<file path="src/rtl/pe_mac_pipe.sv">
// Pipelined systolic-array processing element.
// Forwards a/b/valid east/south with one register stage. Mode 0 computes a
// per-beat MAC (out = c + a*b). Mode 1 accumulates K products locally, seeded
// by c_in on the first beat, and emits one result per set.
// Optional macro PE_SAT_EN: saturating adds with an ovf strobe. When it is not
// defined, the adds wrap and ovf is tied low.
module pe_mac_pipe #(
  parameter int unsigned DW = 32,
  parameter int unsigned AW = 64,
  parameter int unsigned K  = 4
) (
  input  logic          clock,
  input  logic          reset_n,
  input  logic [DW-1:0] a_in,
  input  logic [DW-1:0] b_in,
  input  logic [AW-1:0] c_in,
  input  logic          in_valid,
  input  logic          mode,
  output logic [DW-1:0] a_out,
  output logic [DW-1:0] b_out,
  output logic          fwd_valid,
  output logic [AW-1:0] out,
  output logic          out_valid,
  output logic          busy,
  output logic          ovf
);

  localparam int unsigned PW = 2 * DW;
  localparam int unsigned CW = (K > 1) ? $clog2(K) : 1;
  localparam logic [CW-1:0] CNT_LAST = CW'(K - 1);

  // Forwarding registers
  logic [DW-1:0] r_a_out;
  logic [DW-1:0] r_b_out;
  logic          r_fwd_valid;

  // Stage-1 registers
  logic [AW-1:0] r_p;
  logic [AW-1:0] r_c;
  logic          r_s1_valid;
  logic          r_s1_mode;
  logic          r_s1_first;
  logic          r_s1_last;

  // Set tracking and stage-2 state
  logic [CW-1:0] r_cnt;
  logic          r_mode;
  logic [AW-1:0] r_acc;
  logic          r_acc_open;
  logic [AW-1:0] r_out;
  logic          r_out_valid;
  logic          r_busy;
  logic          r_ovf;
`ifdef PE_SAT_EN
  logic          r_sat;
`endif

  // Combinational signals
  logic [PW-1:0] w_prod;
  logic [AW-1:0] w_p;
  logic          w_first;
  logic          w_last;
  logic          w_eff_mode;
  logic [AW-1:0] w_base;
  logic [AW-1:0] w_res;
  logic          w_sat;
`ifdef PE_SAT_EN
  logic [AW:0]   w_sum_ext;
`endif
  logic [CW-1:0] w_cnt_nxt;
  logic          w_mode_nxt;
  logic [AW-1:0] w_acc_nxt;
  logic          w_open_nxt;
  logic [AW-1:0] w_out_nxt;
  logic          w_out_valid_nxt;
  logic          w_ovf_nxt;
  logic          w_busy_nxt;

  // Full-width product, then zero-extended or truncated to the accumulator width
  assign w_prod = PW'(a_in) * PW'(b_in);
  assign w_p    = AW'(w_prod);

  // Beat position and effective mode; the mode pin only matters at a set boundary
  assign w_first    = (r_cnt == '0);
  assign w_last     = (r_cnt == CNT_LAST);
  assign w_eff_mode = w_first ? mode : r_mode;

  // Stage-2 adder: seed comes from c on a first beat, from the accumulator otherwise
  always_comb begin
    w_base = (r_s1_mode && !r_s1_first) ? r_acc : r_c;
`ifdef PE_SAT_EN
    w_sum_ext = {1'b0, w_base} + {1'b0, r_p};
    w_sat     = w_sum_ext[AW] | (r_s1_mode & ~r_s1_first & r_sat);
    w_res     = w_sat ? '1 : w_sum_ext[AW-1:0];
`else
    w_res = w_base + r_p;
    w_sat = 1'b0;
`endif
  end

  // Next-state: beat counter, latched mode, accumulator and result
  always_comb begin
    w_cnt_nxt       = r_cnt;
    w_mode_nxt      = r_mode;
    w_acc_nxt       = r_acc;
    w_open_nxt      = r_acc_open;
    w_out_nxt       = r_out;
    w_out_valid_nxt = 1'b0;
    w_ovf_nxt       = 1'b0;

    if (in_valid) begin
      if (w_first) begin
        w_mode_nxt = mode;
      end
      if (w_eff_mode) begin
        w_cnt_nxt = w_last ? '0 : r_cnt + CW'(1);
      end
    end

    if (r_s1_valid) begin
      if (!r_s1_mode || r_s1_last) begin
        w_out_nxt       = w_res;
        w_out_valid_nxt = 1'b1;
        w_ovf_nxt       = w_sat;
        if (r_s1_mode) begin
          w_acc_nxt  = '0;
          w_open_nxt = 1'b0;
        end
      end else begin
        w_acc_nxt  = w_res;
        w_open_nxt = 1'b1;
      end
    end

    w_busy_nxt = (w_cnt_nxt != '0) | in_valid | w_open_nxt;
  end

  // Neighbour forwarding, unconditional every cycle
  always_ff @(posedge clock or negedge reset_n) begin
    if (!reset_n) begin
      r_a_out     <= '0;
      r_b_out     <= '0;
      r_fwd_valid <= 1'b0;
    end else begin
      r_a_out     <= a_in;
      r_b_out     <= b_in;
      r_fwd_valid <= in_valid;
    end
  end

  // Stage-1 capture of product, seed and beat tags
  always_ff @(posedge clock or negedge reset_n) begin
    if (!reset_n) begin
      r_p        <= '0;
      r_c        <= '0;
      r_s1_valid <= 1'b0;
      r_s1_mode  <= 1'b0;
      r_s1_first <= 1'b0;
      r_s1_last  <= 1'b0;
    end else begin
      r_p        <= w_p;
      r_c        <= c_in;
      r_s1_valid <= in_valid;
      r_s1_mode  <= w_eff_mode;
      r_s1_first <= w_first;
      r_s1_last  <= w_last;
    end
  end

  // Set tracking, accumulator and registered outputs
  always_ff @(posedge clock or negedge reset_n) begin
    if (!reset_n) begin
      r_cnt       <= '0;
      r_mode      <= 1'b0;
      r_acc       <= '0;
      r_acc_open  <= 1'b0;
      r_out       <= '0;
      r_out_valid <= 1'b0;
      r_busy      <= 1'b0;
      r_ovf       <= 1'b0;
    end else begin
      r_cnt       <= w_cnt_nxt;
      r_mode      <= w_mode_nxt;
      r_acc       <= w_acc_nxt;
      r_acc_open  <= w_open_nxt;
      r_out       <= w_out_nxt;
      r_out_valid <= w_out_valid_nxt;
      r_busy      <= w_busy_nxt;
      r_ovf       <= w_ovf_nxt;
    end
  end

`ifdef PE_SAT_EN
  // Sticky saturation flag carried across the remainder of a mode-1 set
  always_ff @(posedge clock or negedge reset_n) begin
    if (!reset_n) begin
      r_sat <= 1'b0;
    end else if (r_s1_valid && r_s1_mode) begin
      r_sat <= r_s1_last ? 1'b0 : w_sat;
    end
  end
`endif

  assign a_out     = r_a_out;
  assign b_out     = r_b_out;
  assign fwd_valid = r_fwd_valid;
  assign out       = r_out;
  assign out_valid = r_out_valid;
  assign busy      = r_busy;
  assign ovf       = r_ovf;

endmodule

</file>
<file path="config.mk">
export PLATFORM = sky130hd
export DESIGN_NAME = pe_mac_pipe
export DESIGN_NICKNAME = d
export VERILOG_FILES = /design/src/rtl/pe_mac_pipe.sv
export SDC_FILE = /design/constraint.sdc
export NUM_CORES = 2
export LEC_CHECK = 0
export CAP_MARGIN = 20
export CORE_MARGIN = 8
export CORE_UTILIZATION = 29
export CTS_BUF_LIST = sky130_fd_sc_hd__clkbuf_8
export CTS_CLUSTER_DIAMETER = 150
export DETAILED_ROUTE_END_ITERATION = 16
export GPL_ROUTABILITY_DRIVEN = 0
export SETUP_SLACK_MARGIN = 0.1
export SLEW_MARGIN = 25
export SYNTH_ARGS = -nofsm -noshare
export SYNTH_HDL_FRONTEND = slang
export SYNTH_SLANG_ARGS = --single-unit
</file>
<file path="constraint.sdc">
create_clock -name clock -period 6 [get_ports clock]
set_clock_uncertainty 0.2 [all_clocks]
set_input_delay 1.2 -clock clock [delete_from_list [all_inputs] [get_ports clock]]
set_output_delay 1.2 -clock clock [all_outputs]
set_load 0.02 [all_outputs]
</file>
==> flow_results.org <==
** Clock tree
- Clk Latency, worst-skew pair :: 0.75 ns
- CTS placed an instance of sky130_fd_sc_hd__clkbuf_8 at the clock tree root.
- In this run, CTS created clock tree buffers numbering 67.
- The clock passes through at most 3 buffers.
- Clock tree synthesis found a total of 330 sinks.
- Clock tree from TritonCTS :: built
- The H-tree was split into 3 levels.
- Clock-pin slew was measured on the worst setup and hold paths at 0.06 ns.
- After clock tree synthesis, the flow added hold-fix buffers numbering 0.

** Cells and area
- The sequential cells in the finished layout cover a total of 8260 µm².
- Share of cells above drive strength 1 :: 0.242
- The net count of the finished layout is 7074.
- Area overhead of the layout relative to synthesis :: 31.3%
- Measured on the finished design, the core utilization comes to 0.382.
- Area of combinational cells with multiple inputs :: 37100 µm²
- Layout Cells excl Fill :: 7960
- Design Area, Final :: 63000 µm²
- Fillers :: 16000

** Synthesis
- Gate Count Post-Synth :: 4985
- After synthesis, the mean cell area works out to 9.62 µm².
- In this run, synthesis inferred 0 flip-flops with an integrated enable.
- Yosys attributes the largest share of cell area to sky130_fd_sc_hd__fa_1, sky130_fd_sc_hd__dfrtp_1, sky130_fd_sc_hd__ha_1.
- Ranked by instance count, the synthesized netlist is headed by sky130_fd_sc_hd__inv_1, sky130_fd_sc_hd__fa_1, sky130_fd_sc_hd__nand2_1.
- For this run, the number of Yosys warnings is 0.
- Flip-flop cell with the highest count after synthesis :: sky130_fd_sc_hd__dfrtp_1
- For this run, the register share of the synthesized area comes to 0.172.
- Post-synth net total :: 6342
- Share of synthesized registers carrying an async set or reset :: 1.00
- Share of the synthesized area in the top cell type :: 0.375
- Area of the mapped netlist :: 47900 µm²
- Total of flip-flops plus latches after synthesis :: 330
- Number of distinct library cells after synthesis :: 84
- sky130_fd_sc_hd__fa_1 takes more of the synthesized area than any other cell.
- Yosys instantiated no cell more often than sky130_fd_sc_hd__inv_1.

** STA
- Setup slack of the critical path after layout :: -1.95 ns
- Pins Over Slew Limit :: 0
- Time the worst path needs with I/O delays and setup :: 7.95 ns
- Setup repair after global routing could not meet its margin everywhere.
- The final-report hold violation count is 0.
- Setup violations remaining at the end of the flow were counted as 54.
- The worst pin sits at a relative slew slack of 0.447.
- Timing would allow up to 126 MHz.
- For the pin with the worst max-slew slack, the measured transition is 0.829 ns.
- Post-route fraction of the period consumed by the critical path :: 1.32

** Floorplan
- Core Footprint :: 165000 µm²
- Die Span Y :: 423 µm
- The floorplan has 149 rows.
- The initial utilization of the core area, before any placement, comes to 0.291.
- The die is 423 µm wide.
- The die covers 179000 µm².
- Pin placement for this block handled 264 I/O pins.

** Setup path
- Top cell family by delay on the critical path :: adder cells
- R2r endpoint :: out[54]$_DFFE_PN0P_
- Reg2Reg Launch Point :: r_s1_mode$_DFF_PN0_
- By instance count, the cell type seen most on the critical path is sky130_fd_sc_hd__fa_1.
- For the worst setup path, the data required time is 6.48 ns.
- Data on the critical path arrives at its endpoint at 8.43 ns.
- The worst register-to-register path has a setup slack of 0.70 ns.
- On the critical path, the stage with the largest delay is an instance of sky130_fd_sc_hd__fa_2.
- Depth of the worst register-to-register path :: 14
- Largest fanout of any net on the critical path :: 17
- STA classifies the critical path endpoint as a register.
- Delay of the slowest cell on the worst path :: 0.58 ns
- Together, buffers and inverters on the worst path number 16.
- STA classifies the critical path startpoint as a primary input.
- The worst setup path is of the in2reg kind.

** Route
- Final routed wirelength across all metal layers :: 165 mm
- In the routed design, unresolved DRC markers number 0.
- Routed wirelength normalized by instance count :: 20.8 µm
- Detailed router's first-iteration violation count :: 2337
- Average vias per placed instance :: 4.70
- The first detailed-routing pass ran for 5 iterations.
- Once detail routing completed, the nets flagged for antenna violations numbered 0.
- Count of vias placed by the detailed router :: 37400

** Placement
- Port buffer count :: 262
- DP Cell Count :: 7651
- Post-detailed-placement cell area :: 57400 µm²
- Final HPWL DP :: 125 mm

** Global routing
- Initial antenna violation count :: 14
- Total global routing track utilization :: 0.182
- The total overflow left after global routing is 0.
- The first global-routing pass estimated 252 mm of wire.
- Entering global routing, the biggest net connects 127 pins.
- Number of global-route vias before repair :: 41100

** Outcome
- Status :: finished with violations
- The checks that failed: negative setup slack.

** Min path
- The tightest min-delay check is of the in2async type.

** Flow run
- Max-cap violations in this run came to 0.
[cell type report]
type,count,share of cell area
Sequential cell,330,0.131
Antenna cell,4,0.000159
Clock inverter,36,0.00453
Tap cell,2189,0.0435
Inverter,932,0.0556
Multi-Input combinational cell,3440,0.589
Clock buffer,83,0.0181
Timing Repair Buffer,946,0.158
[worst reg2reg max path: cells and delay by family, from the launching register on]
family | cells | cell delay, ns
fa+ha+maj | 2 | 0.69
flops | 1 | 0.39
mux | 2 | 0.71
compound gates | 8 | 2.44
xor+xnor | 1 | 0.21
simple gates | 1 | 0.53
[per-layer routing]
layer,wire (µm),track usage,part of all wire,vias to the layer above
li1,-,-,-,16700
met1,70700,0.237,0.43,19000
met2,75100,0.292,0.45,1271
met3,10500,0.0360,0.063,394
met4,9010,0.0829,0.055,6
met5,41,0,0.00025,-
[how the worst max path moves through the flow]
| stage | start | endpoint | slack (ns) | depth (start not counted) |
|---|---|---|---|---|
| global placement | a_in[21] | r_p[58]$_DFF_PN0_ | -3.07 | 27 |
| detailed placement | a_in[21] | r_p[58]$_DFF_PN0_ | -3.13 | 27 |
| global route | b_in[11] | r_p[54]$_DFF_PN0_ | -2.08 | 27 |
| CTS | b_in[22] | r_p[54]$_DFF_PN0_ | -1.76 | 24 |
| floorplan | a_in[28] | r_p[54]$_DFF_PN0_ | -1.80 | 26 |
| finish | b_in[20] | r_p[56]$_DFF_PN0_ | -1.95 | 34 |
[timing repair]
item,4_1_cts,5_1_grt
setup buffers,124,47
setup endpoints to repair,55,55
pin swaps,219,211
resized for setup,573,274
cloned,29,2
[cell families after synthesis]
family,synth area share
compound gates,0.0739
xor+xnor,0.0221
fa+ha+maj,0.460
buf+inv,0.0954
flops,0.172
mux,0.0204
other cells,0.0000782
simple gates,0.155
[state kept, by name (all words and copies together) (netlist names)]
name,flops
b_out,32
out,64
r_s1_mode,1
r_mode,1
r_acc_open,1
r_s1_first,1
r_acc,64
r_s1_last,1
r_p,64
r_c,64
out_valid,1
busy,1
r_s1_valid,1
r_cnt,2
a_out,32
[cells in the final DEF, fill, tap and decap left out, types with 68 or more instances in the layout]
master | Yosys | layout
sky130_fd_sc_hd__buf_4 | 1 | 459
sky130_fd_sc_hd__ha_1 | 328 | 292
sky130_fd_sc_hd__a21o_1 | 86 | 85
sky130_fd_sc_hd__inv_1 | 931 | 873
sky130_fd_sc_hd__clkbuf_8 | 0 | 83
sky130_fd_sc_hd__fa_2 | 0 | 103
sky130_fd_sc_hd__dfrtp_1 | 330 | 330
sky130_fd_sc_hd__mux2_2 | 83 | 83
sky130_fd_sc_hd__nor2_1 | 82 | 78
sky130_fd_sc_hd__buf_6 | 0 | 108
sky130_fd_sc_hd__fa_1 | 897 | 794
sky130_fd_sc_hd__clkdlybuf4s50_1 | 0 | 199
sky130_fd_sc_hd__inv_2 | 0 | 68
sky130_fd_sc_hd__and2_1 | 586 | 504
sky130_fd_sc_hd__buf_12 | 0 | 88
sky130_fd_sc_hd__and2_4 | 1 | 83
sky130_fd_sc_hd__a21oi_1 | 145 | 105
sky130_fd_sc_hd__nand2_1 | 661 | 644
[per-stage QoR]
| stage | TNS, ns | hold WS [ns] | worst slack [ns] |
|---|---|---|---|
| finish | -73.16 | 0.208 | -1.95 |
| CTS | -64.33 | 0.101 | -1.76 |
| floorplan | -63.10 | 0.233 | -1.80 |
| global route | -78.70 | 0.161 | -2.08 |
| detailed placement | -132.79 | 0.262 | -3.13 |
| global placement | -130.03 | 0.258 | -3.07 |
Power is not shown: default switching activity piles up to over one toggle a cycle in this logic, so the estimate is an artifact.
